==> src/rtl/mdio_responder.sv <==
// rtl/mdio_responder.sv - Clause 22 MDIO PHY-side responder with a local register-bank port
module mdio_responder #(
    parameter int PRE_LEN  = 32,
    parameter bit BCAST_EN = 1'b0
) (
    input  logic        mdc,
    input  logic        rst_n,
    input  logic [4:0]  phy_addr,
    input  logic        mdio_i,
    output logic        mdio_o,
    output logic        mdio_oe,
    output logic [4:0]  reg_addr,
    output logic        reg_rd,
    input  logic [15:0] reg_rdata,
    output logic        reg_wr,
    output logic [15:0] reg_wdata,
    output logic        busy,
    output logic        frame_err
);

    typedef enum logic [3:0] {
        S_IDLE,
        S_ST2,
        S_OP,
        S_PHYAD,
        S_REGAD,
        S_TA,
        S_RDATA,
        S_WDATA,
        S_SKIP
    } state_t;

    localparam logic [6:0] PRE_MIN = 7'(PRE_LEN);

    state_t      state, state_n;
    logic [4:0]  bit_cnt, bit_cnt_n;
    logic [5:0]  pre_cnt, pre_cnt_n;
    logic        op_rd, op_rd_n;
    logic        match, match_n;
    logic [4:0]  addr_sh, addr_sh_n;
    logic [15:0] shift, shift_n;
    logic        mdio_o_n, mdio_oe_n;
    logic [4:0]  reg_addr_n;
    logic        reg_rd_n, reg_wr_n;
    logic [15:0] reg_wdata_n;
    logic        frame_err_n;
    logic [4:0]  addr_in;

    assign addr_in = {addr_sh[3:0], mdio_i};
    assign busy    = (state != S_IDLE);

    always_ff @(posedge mdc or negedge rst_n) begin
        if (!rst_n) begin
            state     <= S_IDLE;
            bit_cnt   <= '0;
            pre_cnt   <= '0;
            op_rd     <= 1'b0;
            match     <= 1'b0;
            addr_sh   <= '0;
            shift     <= '0;
            mdio_o    <= 1'b0;
            mdio_oe   <= 1'b0;
            reg_addr  <= '0;
            reg_rd    <= 1'b0;
            reg_wr    <= 1'b0;
            reg_wdata <= '0;
            frame_err <= 1'b0;
        end else begin
            state     <= state_n;
            bit_cnt   <= bit_cnt_n;
            pre_cnt   <= pre_cnt_n;
            op_rd     <= op_rd_n;
            match     <= match_n;
            addr_sh   <= addr_sh_n;
            shift     <= shift_n;
            mdio_o    <= mdio_o_n;
            mdio_oe   <= mdio_oe_n;
            reg_addr  <= reg_addr_n;
            reg_rd    <= reg_rd_n;
            reg_wr    <= reg_wr_n;
            reg_wdata <= reg_wdata_n;
            frame_err <= frame_err_n;
        end
    end

    always_comb begin
        state_n     = state;
        bit_cnt_n   = bit_cnt;
        pre_cnt_n   = pre_cnt;
        op_rd_n     = op_rd;
        match_n     = match;
        addr_sh_n   = addr_sh;
        shift_n     = shift;
        mdio_o_n    = mdio_o;
        mdio_oe_n   = mdio_oe;
        reg_addr_n  = reg_addr;
        reg_wdata_n = reg_wdata;
        reg_rd_n    = 1'b0;
        reg_wr_n    = 1'b0;
        frame_err_n = 1'b0;

        case (state)
            S_IDLE: begin
                if (mdio_i) begin
                    if (pre_cnt != 6'd63) pre_cnt_n = pre_cnt + 6'd1;
                end else if ({1'b0, pre_cnt} >= PRE_MIN) begin
                    // this zero is the first ST bit
                    state_n   = S_ST2;
                    pre_cnt_n = '0;
                end else begin
                    pre_cnt_n = '0;
                end
            end
            S_ST2: begin
                if (mdio_i) begin
                    state_n   = S_OP;
                    bit_cnt_n = '0;
                end else begin
                    frame_err_n = 1'b1;
                    state_n     = S_IDLE;
                end
            end
            S_OP: begin
                // first OP bit is 1 for read (10), 0 for write (01); equal bits are illegal
                if (bit_cnt == 5'd0) begin
                    op_rd_n   = mdio_i;
                    bit_cnt_n = 5'd1;
                end else if (op_rd != mdio_i) begin
                    state_n   = S_PHYAD;
                    bit_cnt_n = '0;
                end else begin
                    frame_err_n = 1'b1;
                    state_n     = S_IDLE;
                end
            end
            S_PHYAD: begin
                addr_sh_n = addr_in;
                bit_cnt_n = bit_cnt + 5'd1;
                if (bit_cnt == 5'd4) begin
                    match_n   = (addr_in == phy_addr) ||
                                (BCAST_EN && (addr_in == 5'd0) && !op_rd);
                    state_n   = S_REGAD;
                    bit_cnt_n = '0;
                end
            end
            S_REGAD: begin
                addr_sh_n = addr_in;
                bit_cnt_n = bit_cnt + 5'd1;
                if (bit_cnt == 5'd4) begin
                    bit_cnt_n = '0;
                    if (!match) begin
                        state_n = S_SKIP;
                    end else begin
                        reg_addr_n = addr_in;
                        reg_rd_n   = op_rd;
                        state_n    = S_TA;
                    end
                end
            end
            S_TA: begin
                if (op_rd) begin
                    // take over the line for the second turnaround slot
                    shift_n   = reg_rdata;
                    mdio_oe_n = 1'b1;
                    mdio_o_n  = 1'b0;
                    bit_cnt_n = '0;
                    state_n   = S_RDATA;
                end else if (bit_cnt == 5'd0) begin
                    if (mdio_i) begin
                        bit_cnt_n = 5'd1;
                    end else begin
                        frame_err_n = 1'b1;
                        state_n     = S_IDLE;
                    end
                end else if (!mdio_i) begin
                    bit_cnt_n = '0;
                    state_n   = S_WDATA;
                end else begin
                    frame_err_n = 1'b1;
                    state_n     = S_IDLE;
                end
            end
            S_RDATA: begin
                if (bit_cnt == 5'd16) begin
                    mdio_oe_n = 1'b0;
                    mdio_o_n  = 1'b0;
                    state_n   = S_IDLE;
                end else begin
                    mdio_o_n  = shift[15];
                    shift_n   = {shift[14:0], 1'b0};
                    bit_cnt_n = bit_cnt + 5'd1;
                end
            end
            S_WDATA: begin
                shift_n   = {shift[14:0], mdio_i};
                bit_cnt_n = bit_cnt + 5'd1;
                if (bit_cnt == 5'd15) begin
                    reg_wdata_n = {shift[14:0], mdio_i};
                    reg_wr_n    = 1'b1;
                    state_n     = S_IDLE;
                end
            end
            S_SKIP: begin
                bit_cnt_n = bit_cnt + 5'd1;
                if (bit_cnt == 5'd17) state_n = S_IDLE;
            end
            default: state_n = S_IDLE;
        endcase
    end

endmodule

==> config.mk <==
export PLATFORM = sky130hd
export DESIGN_NAME = mdio_responder
export DESIGN_NICKNAME = d
export VERILOG_FILES = /design/src/rtl/mdio_responder.sv
export SDC_FILE = /design/constraint.sdc
export NUM_CORES = 1
export LEC_CHECK = 0
export BUFFER_PORTS_ARGS = -buffer_cell sky130_fd_sc_hd__buf_2
export CORE_UTILIZATION = 30
export CTS_CLUSTER_SIZE = 28
export DETAILED_ROUTE_END_ITERATION = 8
export PLACE_DENSITY = 0.58
export SLEW_MARGIN = 30
export SYNTH_ARGS = -nofsm -noshare
export SYNTH_HDL_FRONTEND = slang
export SYNTH_SLANG_ARGS = --single-unit
==> constraint.sdc <==
create_clock -name mdc -period 3.5 [get_ports mdc]
set_input_delay 0.7 -clock mdc [delete_from_list [all_inputs] [get_ports mdc]]
set_output_delay 0.7 -clock mdc [all_outputs]
set_load 0.05 [all_outputs]
==> results of run 1 <==
==> metrics by stage <==
stage / total power (µW) / worst slack [ps]
floorplan: 1910 / 1310
global placement: 2140 / 1090
detailed placement: 2170 / 1060
CTS: 2800 / 772
global route: 2970 / 645
finish: 2770 / 810
==> cells in the mapped netlist, types with 2 or more instances <==
cell type,count
a211oi_1,2
a21oi_1,25
a22o_1,4
a22o_2,2
a32o_1,3
a41oi_1,2
and3_1,2
buf_2,6
clkbuf_1,6
dfrtp_1,63
ha_1,9
inv_1,12
mux2_2,26
mux2i_1,17
nand2_1,17
nand2b_1,3
nand3_1,6
nand3b_1,4
nand4_1,3
nor2_1,28
nor2b_1,5
nor3_1,2
o21ai_0,12
o21ai_1,2
o22ai_1,2
o32ai_1,2
xnor2_1,3
xor2_1,3
==> where the power goes <==
part | switching [µW] | internal [µW]
combinational | 594 | 416
clock | 286 | 326
sequential | 224 | 920
total | 1100 | 1660
==> final cells by class <==
type	count	area, µm²
Multi-Input combinational cell	208	1500
Clock buffer	10	128
Timing Repair Buffer	55	288
Clock inverter	6	61.3
Inverter	13	48.8
Tap cell	136	170
Fill cell	1032	6550
Sequential cell	63	1580
==> sequential cells by signal, summed over array words and instances, names as in the netlist, 4 cells and up <==
register,count
bit_cnt,5
addr_sh,4
reg_wdata,16
shift,16
pre_cnt,6
state,4
reg_addr,5
==> routing by layer <==
| layer | vias up | track usage [%] | share of wire [%] |
|---|---|---|---|
| met2 | 39 | 20.6 | 45 |
| met4 | 0 | 4.93 | 1.5 |
| li1 | 1167 | - | - |
| met3 | 11 | 3.24 | 3.2 |
| met5 | - | 0 | 0 |
| met1 | 1147 | 18.7 | 50 |
==> cells by family after synthesis <==
kind of cell	after synthesis	share of synthesized area [%]
fa+ha+maj	9	3.54
buf+inv	26	3.42
xor+xnor	6	1.65
flops	63	49.5
mux	43	14.5
simple gates	84	13.7
compound gates	66	13.6
==> worst paths after layout <==
path	slack, ps	cells after the start	end
min	500	1	reg_wdata[5]$_DFFE_PN0P_
min in group asynchronous	530	2	reg_wdata[7]$_DFFE_PN0P_
min reg2reg	500	1	reg_wdata[5]$_DFFE_PN0P_
max reg2reg	1100	5	state[0]$_DFFE_PN0P_
max in group asynchronous	2430	2	reg_addr[2]$_DFFE_PN0P_
max	810	3	busy
==> metrics.md, run 1 <==
| Metric | Value |
|---|---|
| Layout cells sized above 1 | `30.7%` |
| Die area | `between 0.01 and 0.015 mm²` |
| Die W | `105 µm` |
| Final cell count without fillers | `491` |
| Drt total wl | `6.87 mm` |
| Total Routing Usage GR | `13.6%` |
| Placed inst area | `0.00359 mm²` |
| First-pass GRT wire length | `11.9 mm` |
| Post-route DRC | `0` |
| Crit path buffers/inverters | `2` |
| Final setup skew | `6.99 ps` |
| Synthesized area per cell | `10.7 µm²` |
| Via density | `roughly 4.8` |
| Placed cells | `around 480` |
| Crit-path max FO | `23` |
| Final antenna diode count | `0` |
| Ys Warns | `0` |
| Power Density | `about 730 mW/mm²` |
| Final nets | `383` |
| Worst path max stage delay | `650 ps` |
| Post-DP HPWL | `4.79 mm` |
| Area Overhead vs Synth | `18.5%` |
| GPL Wtd Cong | `about 0.8` |
| Post-Route Utilization | `36.6%` |
| Post-synth top area share | `49.5%` |
| Fin. max-slew vios | `0` |
| Post-Route Setup TNS | `0 ps` |
| Setup bufs post-CTS | `0` |
| Initial antenna violation count | `0` |
| CP Capture Type | `output port` |
| Worst R2R Start | `state[0]$_DFFE_PN0P_` |
| Largest net degree at the start of global routing | `64` |
| Netlist cell types | `between 50 and 60` |
| Clk buf depth | `2` |
| Status | `completed` |
| CP arrival | `roughly 2000 ps` |
| Mapped Cells | `297` |
| Latest clock arrival within the worst-skew pair | `340 ps` |
| Max-cap violations | `0` |
| Vias in the first global route | `2,359` |
| Cell Area, Synth | `0.00318 mm²` |
| Hold_buf cts | `0` |
| Final setup viols | `0` |
| Yosys top cell by area | `dfrtp_1` |
| Hold WS | `between 500 and 600 ps` |
| CTS tree | `done` |
| Number of flops mapped to enable cells by yosys | `0` |
| Final Critical Period | `2690 ps` |
| FFs w/ async S/R, synth | `100%` |
| Slew @ Worst Pin | `a little over 800 ps` |
| Io pins | `51` |
| RSZ-0062 raised after global routing | `false` |
| Worst Path Required | `around 2800 ps` |
| Final antenna-violating net count | `0` |
| Area contributors post-synth | `dfrtp_1 (50%), mux2_2 (9.2%), mux2i_1 (5.3%), a21oi_1 (3.9%), ha_1 (3.5%)` |
| Sequential share of the synthesized area | `between 40% and 50%` |
| Clock Sinks | `63` |
| Root cell of the clock tree | `clkbuf_8` |
| # rows | `37` |
| Leak pwr | `0.00185 µW` |
| Fin. Hold Viols | `0` |
| Final Cycle Share | `between 70% and 80%` |
| Slowest stage cell, crit path | `nor4_2` |
| Peak supply drop | `0.000377 V` |
| Die Y | `105 µm` |
| Clock-pin slew on the worst setup and hold paths | `70 ps` |
| Pre-antenna DRT Iters | `4` |
| Most frequent cells in the layout | `dfrtp_1 (63), buf_2 (50), nor2_1 (28)` |
| Worst setup path startpoint | `state[0]$_DFFE_PN0P_` |
| Yosys reg bits | `63` |
| Crit Path Category | `reg -> out` |
| Hold crit path type | `reg -> reg` |
| Critical-path cell list | `nor4_2, inv_1, buf_2` |
| Synth Flop Type | `dfrtp_1` |
| Initial Utilization | `a little under a third` |
| I/O Buffers | `50` |
| Worst relative slew slack | `45.3%` |
| Syn Nets | `330` |
| Critical path launch point type | `register` |
| Total CTS buffers | `9` |
| Via Count | `between 2,000 and 2,500` |
| Post-CTS Resized | `0` |
| H-tree lvl count | `3` |
| Gr ovfl total | `0` |
| Family with the most delay on the worst path | `simple AND/OR/NAND/NOR gates` |
| Peak Freq | `372 MHz` |
| Fin area | `0.00377 mm²` |
| DRT iter0 DRCs | `165` |
| Hold Startpoint | `reg_wdata[5]$_DFFE_PN0P_` |
| CORE AREA | `0.0103 mm²` |
| Commonest non-fill, non-tap cell in the layout | `dfrtp_1` |
| Drt wl/cell | `14.0 µm` |
No activity file was read; power rests on OpenSTA's default activity.
==> run 2: changes to the inputs <==
PLACE_DENSITY = 0.59   (was 0.58)
clock period = 2.25 ns   (was 3.5 ns; I/O delays follow)
==> run 2 against run 1 <==
Compared with the run above: combinational power grew 81%; global-route usage up 0.44 points; final cell count rose by 4.1%; wire length grew 5.5%; clock skew up 2.6 ps; via count increased by 5.5%; cell area rose by 6.1%; sequential share of layout area down 2.4 points; flip-flop and latch count unchanged; first-iteration DRC count is 14% higher; critical path depth up 5; critical endpoint is now bit_cnt[2]$_DFFE_PN0P_; largest power group is now combinational logic; highest routed layer unchanged.
==> metrics.md, run 2 (same netlist as run 1, synthesis figures left out) <==
| Metric | Value |
|---|---|
| Slowest stage cell, crit path | `dfrtp_1` |
| Fin. max-slew vios | `0 (unchanged)` |
| Post-Route Setup TNS | `0 ps (unchanged)` |
| Crit-path max FO | `4 (-83%)` |
| Largest net degree at the start of global routing | `33 (-48%)` |
| Most frequent cells in the layout | `dfrtp_1 (62), buf_2 (50), nor2_1 (28)` |
| Peak Freq | `about 460 MHz` |
| Hold_buf cts | `0 (unchanged)` |
| Total power | `4790 µW (+73%)` |
| Hold crit path type | `in -> async` |
| Initial Utilization | `30.8% (unchanged)` |
| Root cell of the clock tree | `clkbuf_8` |
| Die W | `105 µm (unchanged)` |
| Worst Path Required | `2480 ps (-320 ps)` |
| Power Density | `1200 mW/mm² (+63%)` |
| CTS tree | `done` |
| Peak supply drop | `0.000689 V (+83%)` |
| Initial antenna violation count | `0 (unchanged)` |
| Io pins | `51 (unchanged)` |
| CORE AREA | `0.0103 mm² (unchanged)` |
| Slew @ Worst Pin | `647 ps (-173 ps)` |
| Critical-path cell list | `inv_1, ha_1, and3_4, inv_2, a32o_1, o2bb2ai_2, a211o_1, a221o_1` |
| Final setup skew | `9.59 ps (+2.60 ps)` |
| CP Capture Type | `register` |
| Biggest regs | `reg_wdata x16, shift x16, pre_cnt x6` |
| Final nets | `403 (+5.2%)` |
| Hold WS | `123 ps (-379 ps)` |
| Post-route DRC | `0 (unchanged)` |
| H-tree lvl count | `3 (unchanged)` |
| Clock-pin slew on the worst setup and hold paths | `80 ps (about the same)` |
| Worst path max stage delay | `420 ps (-230 ps)` |
| Final Critical Period | `2170 ps` |
| Gr ovfl total | `0 (unchanged)` |
| Via Count | `2,494 (+5.5%)` |
| Final antenna diode count | `0 (unchanged)` |
| Final antenna-violating net count | `0 (unchanged)` |
| Post-DP HPWL | `5.10 mm (+6.6%)` |
| Leak pwr | `0.00198 µW (+7.2%)` |
| Drt total wl | `7.24 mm (+5.5%)` |
| Clock Sinks | `63 (unchanged)` |
| Total Routing Usage GR | `14.0% (+0.44 points)` |
| GPL Wtd Cong | `0.874 (+7.7%)` |
| Critical path launch point type | `register` |
| Fin. Hold Viols | `0 (unchanged)` |
| Total CTS buffers | `9 (unchanged)` |
| # rows | `37 (unchanged)` |
| Final cell count without fillers | `511 (+4.1%)` |
| Die Y | `105 µm (unchanged)` |
| Top Layer Used | `met4` |
| Via density | `4.88 (+1.4%)` |
| Met2 Wirelength | `3.39 mm (+8.4%)` |
| Die area | `0.0110 mm² (unchanged)` |
| DRT met1 WL | `3.41 mm (-0.44%)` |
| Status | `completed` |
| CP arrival | `2400 ps (+410 ps)` |
| Crit Path Category | `reg -> reg` |
| Pre-antenna DRT Iters | `4 (unchanged)` |
| Crit path buffers/inverters | `2 (unchanged)` |
| Final Cycle Share | `96.3%` |
| Routed wl met3 | `341 µm (+57%)` |
| Placed cells | `490 (+3.2%)` |
| I/O Buffers | `50 (unchanged)` |
| Max-cap violations | `0 (unchanged)` |
| Family with the most delay on the worst path | `compound AO/OA/AOI/OAI gates` |
| Latest clock arrival within the worst-skew pair | `340 ps (about the same)` |
| Vias in the first global route | `2,471 (+4.7%)` |
| Placed inst area | `0.00371 mm² (+3.5%)` |
| Final setup viols | `0 (unchanged)` |
| Fin area | `0.00400 mm² (+6.1%)` |
| DRT iter0 DRCs | `188 (+14%)` |
| Clk buf depth | `2 (unchanged)` |
| Layout cells sized above 1 | `34.9% (+4.2 points)` |
| Area Overhead vs Synth | `25.7%` |
| Commonest non-fill, non-tap cell in the layout | `dfrtp_1` |
| Drt wl/cell | `14.2 µm (+1.3%)` |
| First-pass GRT wire length | `12.2 mm (+2.8%)` |
| Worst relative slew slack | `56.9% (+12 points)` |
run 2: timing repair:
item / in CTS / in global routing
gates resized for setup: 0 / 1
setup endpoints to repair: 0 / 1
buffers inserted: 0 / 5
run 2: per-layer routing:
layer	vias up	GRT usage (%)
met3	10	3.49
met2	57	20.6
met4	0	5.94
met5	-	0
li1	1212	-
met1	1215	19.4
run 2: layout make-up:
type                       count  area (µm²)
fill                         991        6320
sequential                    63        1580
multi-input combinational    208        1500
timing repair buffer          75         450
tap                          136         170
clock buffer                  10         138
clock inverter                 6         116
inverter                      13        48.8
run 2: final timing paths:
path                                                start                         to  slack (ps)  cells after the start
worst max-delay path               bit_cnt[1]$_DFFE_PN0P_     bit_cnt[2]$_DFFE_PN0P_          80                      8
worst min-delay path                                rst_n   reg_wdata[7]$_DFFE_PN0P_         120                      1
worst max register to register     bit_cnt[1]$_DFFE_PN0P_     bit_cnt[2]$_DFFE_PN0P_          80                      8
worst min register to register  reg_wdata[12]$_DFFE_PN0P_  reg_wdata[12]$_DFFE_PN0P_         500                      1
max in group asynchronous                           rst_n    reg_addr[3]$_DFFE_PN0P_        1430                      2
min in group mdc                             reg_rdata[0]       shift[0]$_DFFE_PN0P_         410                      3
run 2: report_power, final:
part           switching, µW  leakage (µW)  internal, µW
combinational           1030       0.00107           800
clock                    465      0.000127           774
sequential               291      0.000787          1430
total                   1790       0.00198          3010
run 2: worst register-to-register path: stages, from the launching register on:
cell and delay [ps]:
dfrtp_1 420, inv_1 90, ha_1 190, and3_4 210, inv_2 60, a32o_1 270, o2bb2ai_2 130, a211o_1 330
a221o_1 360
run 2: metrics by stage:
stage               utilization [%]  setup slack [ps]
floorplan                         -               246
global placement               35.9               156
detailed placement             35.9              89.5
CTS                            38.4              77.1
global route                   38.8             -15.5
finish                         38.8              83.3
==> run 3: changes to the inputs <==
CORE_ASPECT_RATIO = 1.75   (was unset)
==> run 3 against run 2 <==
Compared with the run above: clock-buffer cell count rose by 2; sequential power about the same; fmax is 1.1% higher; non-clock buffer count decreased by 1; cell area up 1.1%; die area is 0.15% higher; wire length rose by 1.6%; sequential share of layout area decreased by 0.38 points; flip-flop and latch count stayed put; highest routed layer unchanged.
==> metrics.md, run 3 (same netlist as run 1, synthesis figures left out) <==
| Metric | Value |
|---|---|
| Area Overhead vs Synth | `27.2%` |
| Net Switching | `1800 µW (+0.83%)` |
| Clock-pin slew on the worst setup and hold paths | `50 ps (-30 ps)` |
| Slew @ Worst Pin | `451 ps (-196 ps)` |
| Slowest stage cell, crit path | `dfrtp_2` |
| DRT iter0 DRCs | `122 (-35%)` |
| CORE AREA | `0.0103 mm² (-0.23%)` |
| Power Density | `1200 mW/mm² (+0.28%)` |
| GPL Wtd Cong | `0.882 (+0.85%)` |
| Via Count | `2,485 (-0.36%)` |
| Initial Utilization | `30.9% (+0.071 points)` |
| Critical path launch point type | `register` |
| Total Routing Usage GR | `14.7% (+0.73 points)` |
| Post-route DRC | `0 (unchanged)` |
| First-pass GRT wire length | `12.4 mm (+1.9%)` |
| Placed inst area | `0.00372 mm² (+0.37%)` |
| Fin. Hold Viols | `0 (unchanged)` |
| Post-Route Setup TNS | `0 ps (unchanged)` |
| Worst relative slew slack | `69.8% (+13 points)` |
| Clock power share | `26.7% (+0.8 points)` |
| Hold crit path type | `in -> async` |
| Final nets | `402 (-0.25%)` |
| CTS tree | `done` |
| Status | `completed` |
| Total CTS buffers | `9 (unchanged)` |
| Biggest regs | `reg_wdata x16, shift x16, pre_cnt x6` |
| Max-cap violations | `0 (unchanged)` |
| Fin area | `0.00405 mm² (+1.1%)` |
| Reg power frac | `35.7% (-0.3 points)` |
| Die Y | `138 µm (+32%)` |
| # rows | `49 (+32%)` |
| Root cell of the clock tree | `clkbuf_16` |
| Initial antenna violation count | `0 (unchanged)` |
| Combinational power share | `37.6% (-0.6 points)` |
| Leak pwr | `0.00200 µW (+0.81%)` |
| Die W | `79.9 µm (-24%)` |
| Layout fillers | `1,024 (+3.3%)` |
| Final Cycle Share | `95.3% (-1.0 points)` |
| Io pins | `51 (unchanged)` |
| Peak supply drop | `0.000535 V (-22%)` |
| Final setup viols | `0 (unchanged)` |
| Final antenna-violating net count | `0 (unchanged)` |
| I/O Buffers | `50 (unchanged)` |
| Final Critical Period | `2140 ps (-23.3 ps)` |
| Most frequent cells in the layout | `dfrtp_1 (60), buf_2 (50), nor2_1 (28)` |
| Worst Path Required | `2450 ps (-30 ps)` |
| Sw Share | `37.1% (-0.21 points)` |
| Vias in the first global route | `2,582 (+4.5%)` |
| Critical-path cell list | `inv_1, ha_2, and3_4, inv_2, a32o_2, o2bb2ai_2, a211o_1, a221o_1` |
| Pre-antenna DRT Iters | `4 (unchanged)` |
| Post-DP HPWL | `5.26 mm (+3.0%)` |
| Largest net degree at the start of global routing | `64 (+94%)` |
| Via density | `4.96 (+1.6%)` |
| Post-Route Utilization | `39.3% (+0.53 points)` |
| Worst path max stage delay | `420 ps (about the same)` |
| Die area | `0.0110 mm² (+0.15%)` |
| Gr ovfl total | `0 (unchanged)` |
| Fin. max-slew vios | `0 (unchanged)` |
| Final setup skew | `5.51 ps (-4.07 ps)` |
| Hold_buf cts | `0 (unchanged)` |
| Layout cells sized above 1 | `35.8% (+0.90 points)` |
| Drt wl/cell | `14.7 µm (+3.6%)` |
| Drt total wl | `7.36 mm (+1.6%)` |
| Clk buf depth | `2 (unchanged)` |
| CP Capture Type | `register` |
| Crit Path Category | `reg -> reg` |
| CP arrival | `2350 ps (-50 ps)` |
| Latest clock arrival within the worst-skew pair | `320 ps (-20 ps)` |
| Hold WS | `139 ps (+15.5 ps)` |
| Commonest non-fill, non-tap cell in the layout | `dfrtp_1` |
| Crit-path max FO | `5 (+1)` |
| H-tree lvl count | `3 (unchanged)` |
| Final antenna diode count | `0 (unchanged)` |
| RSZ-0062 raised after global routing | `false` |
| Clock Sinks | `63 (unchanged)` |
| Peak Freq | `467 MHz (+1.1%)` |
| Internal Pwr Total | `3060 µW (+1.7%)` |
run 3: cell types whose count changed in the layout (fill, tap and decap cells not counted), moves of 2 or more:
cell	before	now
clkbuf_16	0	9
clkbuf_8	10	2
buf_4	24	21
bufinv_16	3	0
buf_12	1	3
dfrtp_1	62	60
dfrtp_2	1	3
run 3: worst paths after layout:
kind,start,to,slack [ps],cells after the start
min in group mdc,reg_rdata[0],shift[0]$_DFFE_PN0P_,420,3
hold reg to reg,reg_addr[0]$_DFFE_PN0P_,reg_addr[0]$_DFFE_PN0P_,470,2
max in group asynchronous,rst_n,bit_cnt[0]$_DFFE_PN0P_,1820,2
setup reg to reg,bit_cnt[0]$_DFFE_PN0P_,bit_cnt[2]$_DFFE_PN0P_,110,8
hold / removal,rst_n,reg_addr[1]$_DFFE_PN0P_,140,2
setup / recovery,bit_cnt[0]$_DFFE_PN0P_,bit_cnt[2]$_DFFE_PN0P_,110,8
run 3: what timing repair did:
action                     4_1_cts  5_1_grt
gates resized for setup          0        6
setup buffers                    0        4
setup endpoints to repair        0        2
run 3: critical path, delay by kind of cell, from the launching register on:
family / cells / cell delay [ps]
adders and majority gates: 1 / 180
buffers and inverters: 2 / 130
and+or+nand+nor: 1 / 200
DFF: 1 / 420
AOI/OAI and AO/OA: 4 / 1100
run 3: through the flow:
step                setup WS (ps)  total power [µW]  std cells
finish                        107              4860        501
global route                 12.3              5200        501
CTS                          16.0              4860        497
detailed placement           78.4              3520        481
global placement              134              3480        481
floorplan                     246              2970        297
run 3: area by class of cell:
cell class | count | area [µm²] | share of cell area (%)
Tap cell | 127 | 159 | 3.92
Clock inverter | 4 | 30.0 | 0.742
Clock buffer | 12 | 256 | 6.33
Timing Repair Buffer | 74 | 468 | 11.6
Inverter | 13 | 48.8 | 1.21
Multi-Input combinational cell | 208 | 1510 | 37.2
Sequential cell | 63 | 1580 | 39.0
run 3: power groups by stage:
stage | clock (µW) | combinational [µW] | sequential, µW
6_report | 1300 | 1830 | 1730
5_1_grt | 1400 | 2020 | 1780
4_1_cts | 1350 | 1780 | 1730
3_5_place_dp | 0 | 1770 | 1750
3_3_place_gp | 0 | 1740 | 1730
2_1_floorplan | 0 | 1150 | 1820
run 3: layer usage:
metal | vias to the layer above | part of all wire (%) | GRT usage, %
li1 | 1210 | - | -
met1 | 1225 | 41 | 16.3
met2 | 44 | 55 | 26.4
met3 | 6 | 2.8 | 2.97
met4 | 0 | 1.5 | 6.48
met5 | - | 0 | 0
